==> config.mk <==
export PLATFORM = sky130hd
export DESIGN_NAME = alu_seq
export DESIGN_NICKNAME = d
export VERILOG_FILES = /design/src/rtl/alu_seq.sv
export SDC_FILE = /design/constraint.sdc
export NUM_CORES = 1
export LEC_CHECK = 0
export CAP_MARGIN = 20
export CELL_PAD_IN_SITES_DETAIL_PLACEMENT = 1
export CELL_PAD_IN_SITES_GLOBAL_PLACEMENT = 1
export CORE_UTILIZATION = 39
export CTS_CLUSTER_DIAMETER = 30
export DETAILED_ROUTE_END_ITERATION = 6
export GPL_TIMING_DRIVEN = 0
export PLACE_DENSITY = 0.78
export SETUP_SLACK_MARGIN = 0.5
export SYNTH_ARGS = -nofsm -noshare
export SYNTH_HDL_FRONTEND = slang
export SYNTH_SLANG_ARGS = --single-unit
==> constraint.sdc <==
create_clock -name clk -period 2.32 [get_ports clk]
set_input_delay 0.348 -clock clk [delete_from_list [all_inputs] [get_ports clk]]
set_output_delay 0.348 -clock clk [all_outputs]
set_load 0.03 [all_outputs]
==> src/rtl/alu_seq.sv <==
// Handshaked WIDTH-bit ALU with iterative shift-add multiply: 1-cycle latency, WIDTH cycles for MUL.
// Single outstanding op; start is ignored while busy, and there is no queuing or backpressure beyond busy.
module alu_seq #(
    parameter int WIDTH = 4
) (
    input  logic               clk,
    input  logic               rst,
    input  logic               start,
    input  logic [WIDTH-1:0]   a,
    input  logic [WIDTH-1:0]   b,
    input  logic [2:0]         opcode,
    output logic               busy,
    output logic               done,
    output logic [2*WIDTH-1:0] out,
    output logic               carry,
    output logic               zero,
    output logic               err
);

    localparam int RW = 2 * WIDTH;
    localparam int CW = $clog2(WIDTH) + 1;

    localparam logic [2:0] OP_ADD = 3'b000;
    localparam logic [2:0] OP_SUB = 3'b001;
    localparam logic [2:0] OP_MUL = 3'b010;
    localparam logic [2:0] OP_INC = 3'b011;
    localparam logic [2:0] OP_AND = 3'b100;
    localparam logic [2:0] OP_OR  = 3'b101;
    localparam logic [2:0] OP_XOR = 3'b110;

    typedef enum logic [1:0] {
        IDLE = 2'd0,
        EXEC = 2'd1,
        MUL  = 2'd2
    } state_t;

    state_t           state;
    logic [WIDTH-1:0] a_q;
    logic [WIDTH-1:0] b_q;
    logic [2:0]       op_q;
    logic [RW-1:0]    acc;
    logic [RW-1:0]    mcand;
    logic [WIDTH-1:0] mplier;
    logic [CW-1:0]    cnt;

    logic [WIDTH:0]   sum;
    logic [WIDTH:0]   diff;
    logic [WIDTH:0]   incr;
    logic [RW-1:0]    res;
    logic             res_carry;
    logic             res_err;
    logic [RW-1:0]    acc_nxt;
    logic             mul_last;

    assign sum  = {1'b0, a_q} + {1'b0, b_q};
    assign diff = {1'b0, a_q} - {1'b0, b_q};
    assign incr = {1'b0, a_q} + {{WIDTH{1'b0}}, 1'b1};

    // Single-cycle result path for every opcode except MUL.
    always_comb begin
        res       = '0;
        res_carry = 1'b0;
        res_err   = 1'b0;
        case (op_q)
            OP_ADD: begin
                res       = {{(WIDTH-1){1'b0}}, sum};
                res_carry = sum[WIDTH];
            end
            OP_SUB: begin
                // diff[WIDTH] is both the borrow and the sign of the true difference.
                res       = {{WIDTH{diff[WIDTH]}}, diff[WIDTH-1:0]};
                res_carry = diff[WIDTH];
            end
            OP_MUL: begin
                res = '0;
            end
            OP_INC: begin
                res       = {{(WIDTH-1){1'b0}}, incr};
                res_carry = incr[WIDTH];
            end
            OP_AND: res = {{WIDTH{1'b0}}, a_q & b_q};
            OP_OR:  res = {{WIDTH{1'b0}}, a_q | b_q};
            OP_XOR: res = {{WIDTH{1'b0}}, a_q ^ b_q};
            default: begin
                res     = '0;
                res_err = 1'b1;
            end
        endcase
    end

    assign acc_nxt  = acc + (mplier[0] ? mcand : '0);
    assign mul_last = (cnt == CW'(WIDTH - 1));

    always_ff @(posedge clk) begin
        if (rst) begin
            state  <= IDLE;
            busy   <= 1'b0;
            done   <= 1'b0;
            out    <= '0;
            carry  <= 1'b0;
            zero   <= 1'b0;
            err    <= 1'b0;
            a_q    <= '0;
            b_q    <= '0;
            op_q   <= '0;
            acc    <= '0;
            mcand  <= '0;
            mplier <= '0;
            cnt    <= '0;
        end else begin
            done <= 1'b0;
            case (state)
                IDLE: begin
                    if (start) begin
                        a_q  <= a;
                        b_q  <= b;
                        op_q <= opcode;
                        busy <= 1'b1;
                        if (opcode == OP_MUL) begin
                            state  <= MUL;
                            acc    <= '0;
                            mcand  <= {{WIDTH{1'b0}}, a};
                            mplier <= b;
                            cnt    <= '0;
                        end else begin
                            state <= EXEC;
                        end
                    end
                end
                EXEC: begin
                    out   <= res;
                    carry <= res_carry;
                    zero  <= (res == '0);
                    err   <= res_err;
                    done  <= 1'b1;
                    busy  <= 1'b0;
                    state <= IDLE;
                end
                MUL: begin
                    // One multiplier bit per cycle, LSB first; out only sees the final sum.
                    acc    <= acc_nxt;
                    mcand  <= mcand << 1;
                    mplier <= mplier >> 1;
                    cnt    <= cnt + CW'(1);
                    if (mul_last) begin
                        out   <= acc_nxt;
                        carry <= 1'b0;
                        zero  <= (acc_nxt == '0);
                        err   <= 1'b0;
                        done  <= 1'b1;
                        busy  <= 1'b0;
                        state <= IDLE;
                    end
                end
                default: begin
                    busy  <= 1'b0;
                    state <= IDLE;
                end
            endcase
        end
    end

endmodule
==> results.toml <==
[final_layout]
utilization_pct = 55.8
nets = 457
nFillCells = 864
fin_cells = 515
design_area_mm2 = 0.00407
diodes = 0
syn_to_final_growth_pct = 37.3
drive_gt1_share_pct = 29.1

[synthesis]
synth-seq-area-share_pct = 33.1
ys_ff_latch = 49
synthesis.area_mm2 = 0.00297
synth.avg_cell_area_um2 = 8.19
synth_area_leaders = "dfxtp_1, ha_1, a21oi_1, nand2_1, a211oi_1"
synth_edf_count = 0
synth_xor_xnor_area_share_pct = 2.66
syn_nets = 404
yosys.area.top_type = "dfxtp_1"
synthAdderAreaFrac_pct = 12.6
yosysUniqueCellTypes = 55
synth_top_area_share_pct = 33.1
yosysWarnings = 0
synth-simple-area-share_pct = 21.1
synth_top_family_by_area = "compound AO/OA/AOI/OAI gates"
syn_inst = 362
ys_async_sr_fraction_pct = 0
synth_compound_area_share_pct = 21.1
synth_flop_cell = "dfxtp_1"
synth_mux_area_share_pct = 3.84

[global_route]
grt_max_degree = 15
grt_usage_pct = 25.8
grt_pass1_wl_um = 15200
use_met2_pct = 44.4
use_met3_pct = 3.60
top_usage_layer = "met2"
grtUsageMet1_pct = 33.0
antenna_found_initial = 0
grt_overflow = 0
first_global_vias = 2931

[sta]
fin_setup_tns_ns = -0.0222
setup_violations = 2
fin_ws_ns = -0.0123
min_period_ns = 2.33
worst_pin_slew_ns = 0.793
fin_skew_ns = 0.00408
timing.hold.ws_ns = 0.448
rsz0062_at_grt = "yes"
hold_viol_final = 0
period_share_pct = 101
fmax_mhz = 429
slew_viol_final = 0
max_slew_margin_pct = 47.1

[routing]
routed_wl_um = 10600
antenna_left = 0
avgRoutedWirePerCell_um = 20.5
first_iter_violations = 138
vias = 2951
drcViolationCount = 0
viasPerCell = 5.73
dr.pass1.iters = 4

[power]
power.total_mw = 1.95
switching_share_pct = 31.0
ir_drop_uv = 320
p_sw_mw = 0.603
power_frac_comb_pct = 24.0
p_clk_share_pct = 29.7
seqPwrFrac_pct = 46.3
internal-power_mw = 1.35
p_per_area_mw_per_mm2 = 479
power_leakage_nw = 1.55

[place]
numPortBuffers = 25
gp_congestion = 0.848
pre_cts_ws_ns = -0.189
post-dp-hpwl_um = 6330
placed_cell_area_mm2 = 0.00343
dpl.cell_count = 486

[cts]
clockBufferDepth = 2
htreeDepth = 2
cts_buffers = 5
clock_latency_ns = 0.31
clkTransAtPathRegs_ns = 0.09
cts_tree = "done"
cts_hold_buf = 0
cts_root_buffer = "clkbuf_8"
clkSinkCount = 49

[floorplan]
core_mm2 = 0.00729
num_rows = 31
start_util_pct = 40.7
die_h_um = 89.2
dieArea_mm2 = 0.00796
ioPinCount = 27
die_w_um = 89.2

[outcome]
status = "finished, violations left"
violations = "setup timing"

[critical_path]
startpoint = "mplier[0]"
crit_type = "flop to flop"
crit_fanout = 6
critical_path.startpoint_type = "flop"
crit_path_end_kind = "flop"
crit_arrival_ns = 2.56
r2r-start = "mplier[0]"
worst_ep_required_time_ns = 2.55

[worst_hold_path]
min_path_type = "input port to flop"
worstHoldStart = "opcode[0]"

[run]
drv_cap = 0
## cell usage after synthesis, types with 3 or more instances
cell	n
nand2b_1	4
o22ai_1	3
nand3_1	16
mux2_1	3
buf_2	6
and2_1	11
a21oi_1	40
clkbuf_1	12
nor3_1	4
dfxtp_1	49
nand2_1	53
a211oi_1	13
nor2_1	25
o21ai_1	5
a22oi_1	4
nand4_1	3
fa_1	3
ha_1	25
o21ai_0	4
o31ai_1	3
xnor2_1	7
mux2i_1	8
a21o_1	6
inv_1	16
## worst paths after layout
path | cells past startpoint | slack (ns) | end
setup / recovery | 8 | -0.01 | zero
hold / removal | 3 | 0.45 | op_q[0]
setup reg to reg | 8 | -0.01 | zero
hold reg to reg | 2 | 0.46 | out[1]
## placed cells by master, fill, tap and decap left out, types with 4 or more instances in the layout
master            n
a211oi_1          8
a211oi_2          4
a21o_1            6
a21oi_1          33
a21oi_2           8
a22oi_1           4
and2_1            7
and2_4            4
buf_2             4
buf_4            20
buf_6             5
clkbuf_1          8
clkbuf_8          8
clkdlybuf4s50_1  24
dfxtp_1          38
dfxtp_2           5
dfxtp_4           6
ha_1             12
ha_4             10
inv_1            11
mux2i_1           8
nand2_1          51
nand3_1          14
nor2_1           22
o21ai_0           4
xnor2_1           4
## worst max-delay path, stage by stage, from the launching register on
cell      delay (ns)
dfxtp_4         0.37
and2_4          0.17
ha_1            0.31
a21o_1          0.24
nand4_1         0.14
nand2_2         0.09
xor2_2          0.17
or4_4           0.54
o311ai_2        0.20
## power groups by stage
| stage | combinational [mW] | sequential [mW] | clock (mW) |
|---|---|---|---|
| floorplan | 0.208 | 0.947 | 0 |
| global placement | 0.349 | 0.925 | 0 |
| detailed placement | 0.358 | 0.927 | 0 |
| CTS | 0.405 | 0.903 | 0.589 |
| global route | 0.502 | 0.907 | 0.622 |
| finish | 0.467 | 0.903 | 0.579 |
## final cells by class
| class | instances | area [um^2] | area share (%) |
|---|---|---|---|
| Tap cell | 99 | 124 | 3.04 |
| Sequential cell | 49 | 1010 | 24.8 |
| Timing Repair Buffer | 46 | 427 | 10.5 |
| Multi-Input combinational cell | 275 | 2200 | 54.1 |
| Inverter | 16 | 65.1 | 1.60 |
| Clock inverter | 1 | 5.00 | 0.123 |
| Clock buffer | 7 | 96.3 | 2.37 |
| Buffer | 22 | 140 | 3.44 |
## metal layers
metal,vias to the layer above,part of all wire [%]
met1,1444,41
met3,31,5.4
met2,107,50
met4,0,3.1
li1,1369,-
met5,-,0
## cell families (layout without fill, tap and decap cells)
group           Yosys count  count (layout)
compound gates           96              96
xor+xnor                  9               9
fa+ha+maj                28              28
buf+inv                  38              92
flops                    49              49
mux                      11              11
simple gates            131             131
## registers in the layout (all words and copies together), names as in the netlist
name	cells
out	8
done	1
acc	8
zero	1
mcand	8
b_q	4
op_q	3
a_q	4
busy	1
mplier	4
carry	1
err	1
state	2
cnt	3
## timing repair
| item | 4_1_cts | 5_1_grt |
|---|---|---|
| setup endpoints to repair | 34 | 28 |
| pin swaps | 10 | 21 |
| buffers inserted | 12 | 9 |
| gates resized for setup | 44 | 44 |
No activity file was read; power rests on OpenSTA's default activity.
